===== config.mk =====
export PLATFORM = sky130hd
export DESIGN_NAME = alu_seq
export DESIGN_NICKNAME = d
export VERILOG_FILES = /design/src/rtl/alu_seq.sv
export SDC_FILE = /design/constraint.sdc
export NUM_CORES = 1
export LEC_CHECK = 0
export CAP_MARGIN = 20
export CELL_PAD_IN_SITES_DETAIL_PLACEMENT = 0
export CELL_PAD_IN_SITES_GLOBAL_PLACEMENT = 1
export CORE_ASPECT_RATIO = 1.4
export CORE_MARGIN = 3
export CORE_UTILIZATION = 45
export CTS_BUF_LIST = sky130_fd_sc_hd__clkbuf_4 sky130_fd_sc_hd__clkbuf_8
export DETAILED_ROUTE_END_ITERATION = 10
export PLACE_DENSITY_LB_ADDON = 0.3
export REMOVE_ABC_BUFFERS = 1
export SYNTH_ARGS = -nofsm -noshare
export SYNTH_HDL_FRONTEND = slang
export SYNTH_SLANG_ARGS = --single-unit

===== constraint.sdc =====
create_clock -name clk -period 4.34 [get_ports clk]
set_input_delay 0.868 -clock clk [delete_from_list [all_inputs] [get_ports clk]]
set_output_delay 0.868 -clock clk [all_outputs]
set_load 0.005 [all_outputs]

===== src/rtl/alu_seq.sv =====
// Registered ALU for the execute stage: single-cycle ops finish in one cycle,
// while multiply/divide/remainder iterate WIDTH steps behind a start/done handshake.
module alu_seq #(
  parameter int unsigned WIDTH    = 16,
  parameter int unsigned IMM_BITS = 9
) (
  input  logic             clk,
  input  logic             reset,
  input  logic             start,
  input  logic [3:0]       f,
  input  logic             sext,
  input  logic [WIDTH-1:0] x,
  input  logic [WIDTH-1:0] y,
  output logic             busy,
  output logic             done,
  output logic [WIDTH-1:0] out,
  output logic             carry_out,
  output logic             dbz
);

  localparam int unsigned CNT_W = 6;
  localparam logic [3:0] OP_ADD   = 4'd0;
  localparam logic [3:0] OP_SUB   = 4'd1;
  localparam logic [3:0] OP_AND   = 4'd2;
  localparam logic [3:0] OP_OR    = 4'd3;
  localparam logic [3:0] OP_SHL   = 4'd4;
  localparam logic [3:0] OP_SHR   = 4'd5;
  localparam logic [3:0] OP_MERGE = 4'd6;
  localparam logic [3:0] OP_MUL   = 4'd7;
  localparam logic [3:0] OP_DIV   = 4'd8;
  localparam logic [3:0] OP_REM   = 4'd9;
  localparam logic [WIDTH-1:0] IMM_MASK = WIDTH'((64'd1 << IMM_BITS) - 64'd1);
  localparam logic [WIDTH-1:0] SHIFT_LIM = WIDTH'(WIDTH);

  typedef enum logic [1:0] {
    S_IDLE = 2'd0,
    S_RUN  = 2'd1,
    S_DONE = 2'd2
  } state_e;

  state_e           state_q, state_d;
  logic [CNT_W-1:0] cnt_q, cnt_d;
  logic [3:0]       op_q, op_d;
  logic [WIDTH-1:0] x_q, x_d;
  logic [WIDTH-1:0] y_q, y_d;
  logic [WIDTH-1:0] hi_q, hi_d;
  logic [WIDTH-1:0] lo_q, lo_d;
  logic [WIDTH-1:0] out_q, out_d;
  logic             cy_q, cy_d;
  logic             dbz_q, dbz_d;
  logic             busy_q, busy_d;
  logic             done_q, done_d;

  logic [WIDTH-1:0] sc_out;
  logic             sc_cy;
  logic [WIDTH:0]   sc_sum;
  logic [WIDTH:0]   sc_dif;
  logic             is_iter;

  logic [WIDTH:0]   mul_sum;
  logic [WIDTH-1:0] mul_hi_n;
  logic [WIDTH-1:0] mul_lo_n;
  logic [WIDTH:0]   div_r;
  logic             div_ge;
  logic [WIDTH-1:0] div_rem_n;
  logic [WIDTH-1:0] div_quo_n;
  logic             y_zero;

  // Single-cycle datapath, evaluated on the raw inputs at accept time.
  always_comb begin : single_op
    sc_sum = {1'b0, x} + {1'b0, y};
    sc_dif = {1'b0, x} - {1'b0, y};
    sc_out = sc_sum[WIDTH-1:0];
    sc_cy  = sc_sum[WIDTH];
    case (f)
      OP_ADD: begin
        if (sext) begin
          sc_out = {{(WIDTH-8){x[7]}}, x[7:0]};
          sc_cy  = 1'b0;
        end
      end
      OP_SUB: begin
        sc_out = sc_dif[WIDTH-1:0];
        sc_cy  = sc_dif[WIDTH];
      end
      OP_AND: begin
        sc_out = x & y;
        sc_cy  = 1'b0;
      end
      OP_OR: begin
        sc_out = x | y;
        sc_cy  = 1'b0;
      end
      OP_SHL: begin
        sc_out = (y >= SHIFT_LIM) ? '0 : (x << y);
        sc_cy  = 1'b0;
      end
      OP_SHR: begin
        sc_out = (y >= SHIFT_LIM) ? '0 : (x >> y);
        sc_cy  = 1'b0;
      end
      OP_MERGE: begin
        sc_out = (x << IMM_BITS) | (y & IMM_MASK);
        sc_cy  = 1'b0;
      end
      default: ;
    endcase
    is_iter = (f == OP_MUL) || (f == OP_DIV) || (f == OP_REM);
  end

  // One iteration step: shift-add multiply and restoring divide share hi/lo.
  always_comb begin : iter_step
    mul_sum   = {1'b0, hi_q} + (lo_q[0] ? {1'b0, x_q} : '0);
    mul_hi_n  = mul_sum[WIDTH:1];
    mul_lo_n  = {mul_sum[0], lo_q[WIDTH-1:1]};
    div_r     = {hi_q, lo_q[WIDTH-1]};
    div_ge    = div_r >= {1'b0, y_q};
    div_rem_n = div_ge ? WIDTH'(div_r - {1'b0, y_q}) : div_r[WIDTH-1:0];
    div_quo_n = {lo_q[WIDTH-2:0], div_ge};
    y_zero    = (y_q == '0);
  end

  // Next-state and result logic.
  always_comb begin : next_state
    state_d = state_q;
    cnt_d   = cnt_q;
    op_d    = op_q;
    x_d     = x_q;
    y_d     = y_q;
    hi_d    = hi_q;
    lo_d    = lo_q;
    out_d   = out_q;
    cy_d    = cy_q;
    dbz_d   = dbz_q;
    case (state_q)
      S_RUN: begin
        cnt_d = cnt_q - CNT_W'(1);
        if (op_q == OP_MUL) begin
          hi_d = mul_hi_n;
          lo_d = mul_lo_n;
        end else begin
          hi_d = div_rem_n;
          lo_d = div_quo_n;
        end
        if (cnt_q == CNT_W'(1)) begin
          state_d = S_DONE;
          case (op_q)
            OP_MUL: begin
              out_d = mul_lo_n;
              cy_d  = |mul_hi_n;
              dbz_d = 1'b0;
            end
            OP_DIV: begin
              out_d = div_quo_n;
              cy_d  = y_zero;
              dbz_d = y_zero;
            end
            default: begin
              out_d = div_rem_n;
              cy_d  = y_zero;
              dbz_d = y_zero;
            end
          endcase
        end
      end
      default: begin
        // IDLE and DONE both accept; a DONE without a new start drops to IDLE.
        if (start) begin
          op_d = f;
          x_d  = x;
          y_d  = y;
          if (is_iter) begin
            state_d = S_RUN;
            cnt_d   = CNT_W'(WIDTH);
            hi_d    = '0;
            lo_d    = (f == OP_MUL) ? y : x;
          end else begin
            state_d = S_DONE;
            out_d   = sc_out;
            cy_d    = sc_cy;
            dbz_d   = 1'b0;
          end
        end else begin
          state_d = S_IDLE;
        end
      end
    endcase
    busy_d = (state_d == S_RUN);
    done_d = (state_d == S_DONE);
  end

  always_ff @(posedge clk or posedge reset) begin
    if (reset) begin
      state_q <= S_IDLE;
      cnt_q   <= '0;
      op_q    <= '0;
      x_q     <= '0;
      y_q     <= '0;
      hi_q    <= '0;
      lo_q    <= '0;
      out_q   <= '0;
      cy_q    <= 1'b0;
      dbz_q   <= 1'b0;
      busy_q  <= 1'b0;
      done_q  <= 1'b0;
    end else begin
      state_q <= state_d;
      cnt_q   <= cnt_d;
      op_q    <= op_d;
      x_q     <= x_d;
      y_q     <= y_d;
      hi_q    <= hi_d;
      lo_q    <= lo_d;
      out_q   <= out_d;
      cy_q    <= cy_d;
      dbz_q   <= dbz_d;
      busy_q  <= busy_d;
      done_q  <= done_d;
    end
  end

  assign busy      = busy_q;
  assign done      = done_q;
  assign out       = out_q;
  assign carry_out = cy_q;
  assign dbz       = dbz_q;

endmodule

==> results.md, run 1 <==
- Across the run, the number of max-cap violations was 0.
- The share of layout cells above drive strength 1 is 0.102.
- The post-route worst setup slack is 541 ps.
- The finished cells cover 11,800 um2.
- Derived from the worst setup path, the maximum achievable clock frequency is 0.263 GHz.
- Clock-pin slew was measured on the worst setup and hold paths at 90 ps.
- The clock passes through at most 2 buffers.
- Counting every sink on the clock net gives 96.
- The synthesized design contains 0 enable-type register cells.
- In the global route stage, met2 resource usage came out at 0.614.
- The clock period minus worst slack is around 3800 ps.
- Between clock sinks in the finished design, the worst skew comes to approximately 26 ps.
- The number of hold-slack violations in the final timing report is 0.
- The most used flip-flop cell after synthesis is dfrtp_1.
- Clock tree synthesis inserted a total of 9 buffers.
- Including well taps, the total number of placed cells is around 1,600.
- Dividing the final minimum period by the clock period gives 0.875.
- At the later pin of the worst-skew pair, clock insertion delay measures 410 ps.
- Compared with the post-synthesis result, the final layout area differs by 13.4%.
- The largest net degree at the start of global routing is 57.
- The met3 routing resource usage after global routing is 0.0365.
- The number of top-level pins is 60.
- The remaining antenna violation count is 0.
- The delay of the slowest cell on the worst path is a little over 600 ps.
- The type of element launching the critical path is a primary input.
- The number of vias after detailed routing is 10,900.
- The iteration-0 DRC count of the detailed router is 930.
- The global router's overall resource usage is 0.347.
- For this run, global-route usage on met1 was measured as 0.402.
- TritonCTS built the clock tree.
- By area the synthesized netlist is led by dfrtp_1 23%, ha_1 9.8%, mux2i_1 5.0%.
- The total number of nets in the final design is 1,484.
- After global routing the overflow that remains totals 0.
- In the final routed layout, each cell accounts on average for 26.5 um.
- The actual transition at the worst max-transition pin is 891 ps.
- The sum of net half-perimeters after detailed placement is 35,200 um.
- The global routing stage identified its most utilized layer as met2.
- The maximum level of the CTS H-tree is 3.
- Row generation in the floorplan step produced 65 rows.
- The final standard cell count with taps included and fillers excluded is 1,665.
- In this run the worst path has a maximum fanout of 5.
- The total power divided by cell area is between 400 and 500 nW/um2.
- The floorplan step defined a die boundary enclosing 25,000 um2.
- The first global-routing pass estimated roughly 66,000 um of wire.
- Wires add up to 44,200 um.
- The fraction of registers with async set/reset is 1.00.
- The number of antenna violations at the first check in global routing is 0.
- The synthesized netlist contains 96 unique library cells.
- Setup violations remaining at the end of the flow were counted as 0.
- The worst pin sits at a relative slew slack of 0.398.
- Counting every instance in the synthesized netlist gives 1,304.
- The flow ran to the end, and the final reports show no timing, DRC or antenna violations.
- The number of setup buffers added after CTS is 0.
- VDD sags by at most 260 uV.
- Summing all placed instances gives a cell area of 11,600 um2.
- Before CTS, the worst setup slack after placement is 232 ps.
- The initial standard-cell utilization of the core is 0.459.
- Of the post-synthesis cell area, the dominant cell type holds 0.231.
- The via count of the first global-routing pass is 10,500.
- The CTS root buffer is clkbuf_8.
- The number of vias per cell after detailed routing is ~6.6.
- The final max-slew violation count is 0.
- The width of the chip is 135 um.
- The kind of capture point of the worst setup path is a register.
- Setup repair after global routing left no endpoint under its margin.
- The quantity of hold-fixing buffers added after cts is 0.
- The cell area after synthesis is between 10,000 and 15,000 um2.
- The analysis attributes to cell leakage a power of between 5 and 6 nW.
- By startpoint and endpoint, the worst setup path is classified as in2reg.
- Walking the worst path, the cells encountered are clkdlybuf4s50_1 -> inv_1 -> ha_1 -> o21bai_1 -> a2111o_1 -> a21oi_1 -> o211ai_1 -> nor2_1 -> a211o_1 -> a2111oi_0 -> o31ai_1.
- Of the synthesized area, sequential elements account for 0.231.
- The critical path data arrival time is between 4000 and 5000 ps.
- The critical-path cell with the highest stage delay is clkdlybuf4s50_1.
- At the worst endpoint, the required time is 4600 ps.
- The number of register bits inferred by synthesis is 96.
- The die is 186 um tall.
- The count of TritonRoute iterations in the first routing pass is 6.
- The final weighted congestion of routability-driven global placement is between 1 and 1.5.
- The count of instances resized after the clock tree is built is 0.
- The DRC violation count after routing is 0.
- The class of the worst hold path is reg2reg.
- The most common cell in the synthesized netlist is nand2_1.
- The utilization after layout is 0.521.
- The core footprint is 22,700 um2.
- In this run the mean area of a mapped cell was 7.99 um2.
- After synthesis, the most frequently instantiated cells are 119 x nand2_1, 117 x nor2_1, 96 x dfrtp_1.
- The count of yosys warnings during synthesis is 0.
- The count of buffers from port buffering is 59.
- The largest total area in the synthesized netlist belongs to dfrtp_1.
- Setup total negative slack on the finished layout was measured at 0 ps.
==> cell families after synthesis <==
kind of cell,count (synthesis),share of synthesized area
multiplexers,73,0.0838
buffers and inverters,168,0.0640
flip-flops,96,0.231
AND/OR/NAND/NOR,401,0.189
XOR/XNOR,37,0.0311
AO/OA/AOI/OAI,443,0.295
adder cells (fa/ha/maj),86,0.106
==> final cells by class <==
class / count / area, um2
tap: 301 / 377
inverter: 82 / 310
antenna: 1 / 2.50
sequential: 96 / 2400
multi-input combinational: 1040 / 7370
clock buffer: 10 / 138
timing repair buffer: 129 / 1150
clock inverter: 6 / 73.8
fill: 2234 / 10900
==> worst paths after layout <==
| kind | from | endpoint | slack (ps) | cells past startpoint |
|---|---|---|---|---|
| min | x_q[12] | x_q[12] | 480 | 2 |
| max reg2reg | y_q[1] | out[3] | 740 | 11 |
| min reg2reg | x_q[12] | x_q[12] | 480 | 2 |
| min in group asynchronous | reset | busy | 940 | 2 |
| max in group asynchronous | reset | lo_q[0] | 2650 | 3 |
| max | y[1] | out[11] | 540 | 11 |
==> worst max-delay path: cells and delay by family <==
family                   cells  cell delay (ps)
AND/OR/NAND/NOR              1               90
adder cells (fa/ha/maj)      1              350
AO/OA/AOI/OAI                7             1990
buffers and inverters        2              750
==> state kept, by name, indices dropped and copies added (netlist names) <==
name	count
dbz	1
lo_q	16
out	16
done	1
hi_q	16
y_q	16
op_q	4
busy	1
state_q	2
x_q	16
cnt_q	6
carry_out	1
==> layer usage <==
layer | wire [um] | share of wire
met1 | 17100 | 0.39
met2 | 21700 | 0.49
met3 | 2220 | 0.050
met4 | 3250 | 0.074
met5 | 0 | 0
==> layout by cell type, fill, tap and decap left out, types with 25 or more instances in the layout <==
cell / n
o21ai_0: 92
inv_1: 80
nand3_1: 26
mux2i_1: 52
xnor2_1: 26
nand2_1: 118
nor2_1: 117
clkdlybuf4s50_1: 58
buf_4: 67
a21o_1: 25
dfrtp_1: 96
nor3_1: 26
a21oi_1: 90
ha_1: 82
==> metrics by stage <==
step	power (mW)	hold slack [ps]
floorplan	3.20	442
global placement	4.22	454
detailed placement	4.24	464
CTS	4.91	487
global route	5.26	501
finish	4.95	477
==> where the power goes <==
part	switching, mW	leakage (nW)	internal (mW)
clock	0.372	0.101	0.291
sequential	0.306	1.19	1.14
combinational	1.67	3.97	1.18
total	2.34	5.26	2.61
No activity file was read; power rests on OpenSTA's default activity.
==> inputs of run 2 (changes only) <==
- CELL_PAD_IN_SITES_DETAIL_PLACEMENT: 0 -> 1
- PLACE_DENSITY: unset -> 0.78
- PLACE_DENSITY_LB_ADDON: 0.3 -> unset
==> run 2 against run 1 <==
Compared with the run above: clock power up 7.4%; combinational power about the same; sequential power about the same; clock skew down 6.8 ps; via count up 0.22%; non-clock buffer count unchanged; critical path depth up 1; utilization about the same; hold slack better by 8.9 ps; global-route usage up 1.4 points; sequential cell count unchanged; power up 1.8%.
==> results.md, run 2 (synthesized netlist as in run 1, its figures left out) <==
- The clock period minus worst slack was 3890 ps (+89.0 ps).
- The critical path data arrival time is 4160 ps (+100 ps).
- Tracing the worst setup path back leads to its startpoint at y[2].
- The total CTS buffers is 9 (unchanged).
- The actual transition at the worst max-transition pin is 877 ps (-13.7 ps).
- The width of the chip came to 135 um (unchanged).
- The count of TritonRoute iterations in the first routing pass is 6 (unchanged).
- Setup repair after global routing left no endpoint under its margin.
- The first-pass GRT wire length is 68,800 um (+5.1%).
- The via count of the first global-routing pass was 11,400 (+8.1%).
- The worst endpoint required time is 4610 ps (about the same).
- The category of the critical setup timing path is in2reg.
- The flow ran to the end, and the final reports show no timing, DRC or antenna violations.
- The fmax came to 0.257 GHz (-2.3%).
- The kind of capture point of the worst setup path is a register.
- The placed cell area came to 11,600 um2 (-0.11%).
- The number of buffer and inverter instances along the worst setup path is 3 (+1).
- The timing endpoint of the critical path is out[8].
- The final weighted congestion of routability-driven global placement came to 1.02 (+1.6%).
- The quantity of hold-fixing buffers added after cts is 0 (unchanged).
- The worst setup path is launched from a primary input.
- The count of buffers from port buffering came to 59 (unchanged).
- The overall overflow remaining after global route was 0 (unchanged).
- The number of vias per cell after detailed routing is 6.59 (+0.28%).
- The wire length after detailed routing is 45,600 um (+3.3%).
- The height of the chip was 186 um (unchanged).
- The TritonCTS sink count is 96 (unchanged).
- The setup slack of the worst register-to-register path is 570 ps (-170 ps).
- The cell family contributing the most delay on the critical path is buffers and inverters.
- The final max-slew violation count is 0 (unchanged).
- The maximum vdd ir drop was 446 uV (+72%).
- The relative max-transition margin is 0.415 (+0.0167).
- In the layout the commonest cells are 118 x nand2_1, 117 x nor2_1, 96 x dfrtp_1.
- The delay of the slowest cell on the worst path is 580 ps (-30 ps).
- The number of antenna violations at the first check in global routing was 1 (+1).
- The number of vias after detailed routing came to 11,000 (+0.22%).
- The utilization after layout came to 0.521 (about the same).
- The final-report setup violation count was 0 (unchanged).
- The TritonCTS clock tree is done.
- The clock network latency to the later pin of the worst-skew pair is 390 ps (-20 ps).
- The remaining antenna violation count is 0 (unchanged).
- In this run the critical register-to-register path is captured at out[2].
- The count of instances resized after the clock tree is built was 0 (unchanged).
- The post-route setup TNS is 0 ps (unchanged).
- The portion of the clock cycle consumed by the worst path in the final layout was 0.896 (+0.0205).
- The max-capacitance violation count is 0 (unchanged).
- The clock transition at the register clock pins on the worst setup and hold paths after CTS is 110 ps (+20 ps).
- The final worst clock skew is 19.7 ps (-6.76 ps).
- The sum of net half-perimeters after detailed placement is 36,400 um (+3.6%).
- The area growth from synthesis to layout is 13.5% (about the same).
- The number of hold-slack violations in the final timing report is 0 (unchanged).
- The leading cell type in the layout, fill and taps excluded is nand2_1.
- In this run the worst hold path is classified as reg2reg.
- The instance count along the most critical hold path is 2 (unchanged).
- The core footprint is 22,700 um2 (unchanged).
- The number of top-level pins was 60 (unchanged).
- The maximum clock insertion buffer count is 2 (unchanged).
- The maximum net fanout on the critical path came to 8 (+3).
- The number of post-CTS setup repair buffers is 0 (unchanged).
- The critical path goes through clkdlybuf4s50_1 -> clkinv_1 -> ha_1 -> o21ba_2 -> nor4_1 -> buf_4 -> nor4b_1 -> nor2_1 -> xor2_1 -> o2111ai_1 -> a221oi_1 -> nor3_1.
- The total number of nets in the final design was 1,484 (unchanged).
- The average detailed-routed wire length per instance came to 27.4 um (+3.3%).
- The worst reg-to-reg path cell count is 11 (unchanged).
- The area of the die is 25,000 um2 (unchanged).
- The number of core rows was 65 (unchanged).
- The DRC violation count after routing is 0 (unchanged).
- The total power divided by cell area came to 426 nW/um2 (+1.7%).
- The number of inserted filler cells in the final layout is 2,776 (+24%).
- The total stage count of the critical path is 12 (+1).
- The global router's overall resource usage is 0.361 (+0.0143).
- The share of layout cells above drive strength 1 is 0.102 (unchanged).
- The maximum level of the CTS H-tree is 3 (unchanged).
- The final antenna diode count is 0 (-1).
- The critical-path cell with the highest stage delay is nor4b_1.
- The cell sitting at the root of the clock tree is a clkbuf_8.
- The largest net degree at the start of global routing came to 84 (+47%).
- The final instance area came to 11,800 um2 (about the same).
- The origin of the critical flop-to-flop path is y_q[1].
- The total power of the final layout was 5.04 mW (+1.8%).
- The initial standard-cell utilization of the core came to 0.459 (unchanged).
- The iteration-0 DRC count of the detailed router is 726 (-22%).
- The static leakage is 5.28 nW (+0.29%).
run 2: cell count changes in the layout (fill, tap and decap cells not counted), sizes merged:
cell	change
clkinvlp	-2
diode	-1
clkinv	+1
bufinv	+1
run 2: worst min-delay path by stage:
stage	from	to	slack, ps
6_report	x_q[15]	x_q[15]	490
5_1_grt	x_q[15]	x_q[15]	500
4_1_cts	x_q[15]	x_q[15]	490
3_5_place_dp	x_q[6]	x_q[6]	470
3_3_place_gp	x_q[6]	x_q[6]	460
2_1_floorplan	x_q[0]	x_q[0]	440
run 2: area by class of cell:
class	instances	area, um2	area share
Clock buffer	10	131	0.0111
Clock inverter	6	100	0.00846
Inverter	82	310	0.0262
Multi-Input combinational cell	1040	7370	0.623
Sequential cell	96	2400	0.203
Tap cell	301	377	0.0318
Timing Repair Buffer	129	1140	0.0961
run 2: where the power goes:
group          switching [mW]  internal (mW)
Clock                   0.369          0.343
Sequential              0.325           1.13
Combinational            1.70           1.17
Total                    2.39           2.65
run 2: tightest hold or removal path, cell delays in order (launching register included):
cell	delay, ps
dfrtp_1	350
nand2_1	50
o21ai_0	60
run 2: stage by stage:
stage / cells / hold slack, ps / setup slack (ps)
after global placement: 1648 / 455 / 106
after floorplan: 1218 / 442 / 538
final: 1664 / 486 / 452
after detailed placement: 1648 / 467 / 96.0
after CTS: 1664 / 492 / 515
after global routing: 1664 / 504 / 301
run 2: per-layer routing:
metal  up-vias  share of wire  track usage
met5         -        0.00026            0
met4         2          0.070        0.229
met3       132          0.039       0.0243
met2       381           0.50        0.639
met1      5501           0.39        0.425
li1       4945              -            -
==> inputs of run 3 (changes only) <==
- CAP_MARGIN: 20 -> 5
==> results of run 3 <==
No change in the layout: final DEF, timing and power equal those of run 2.
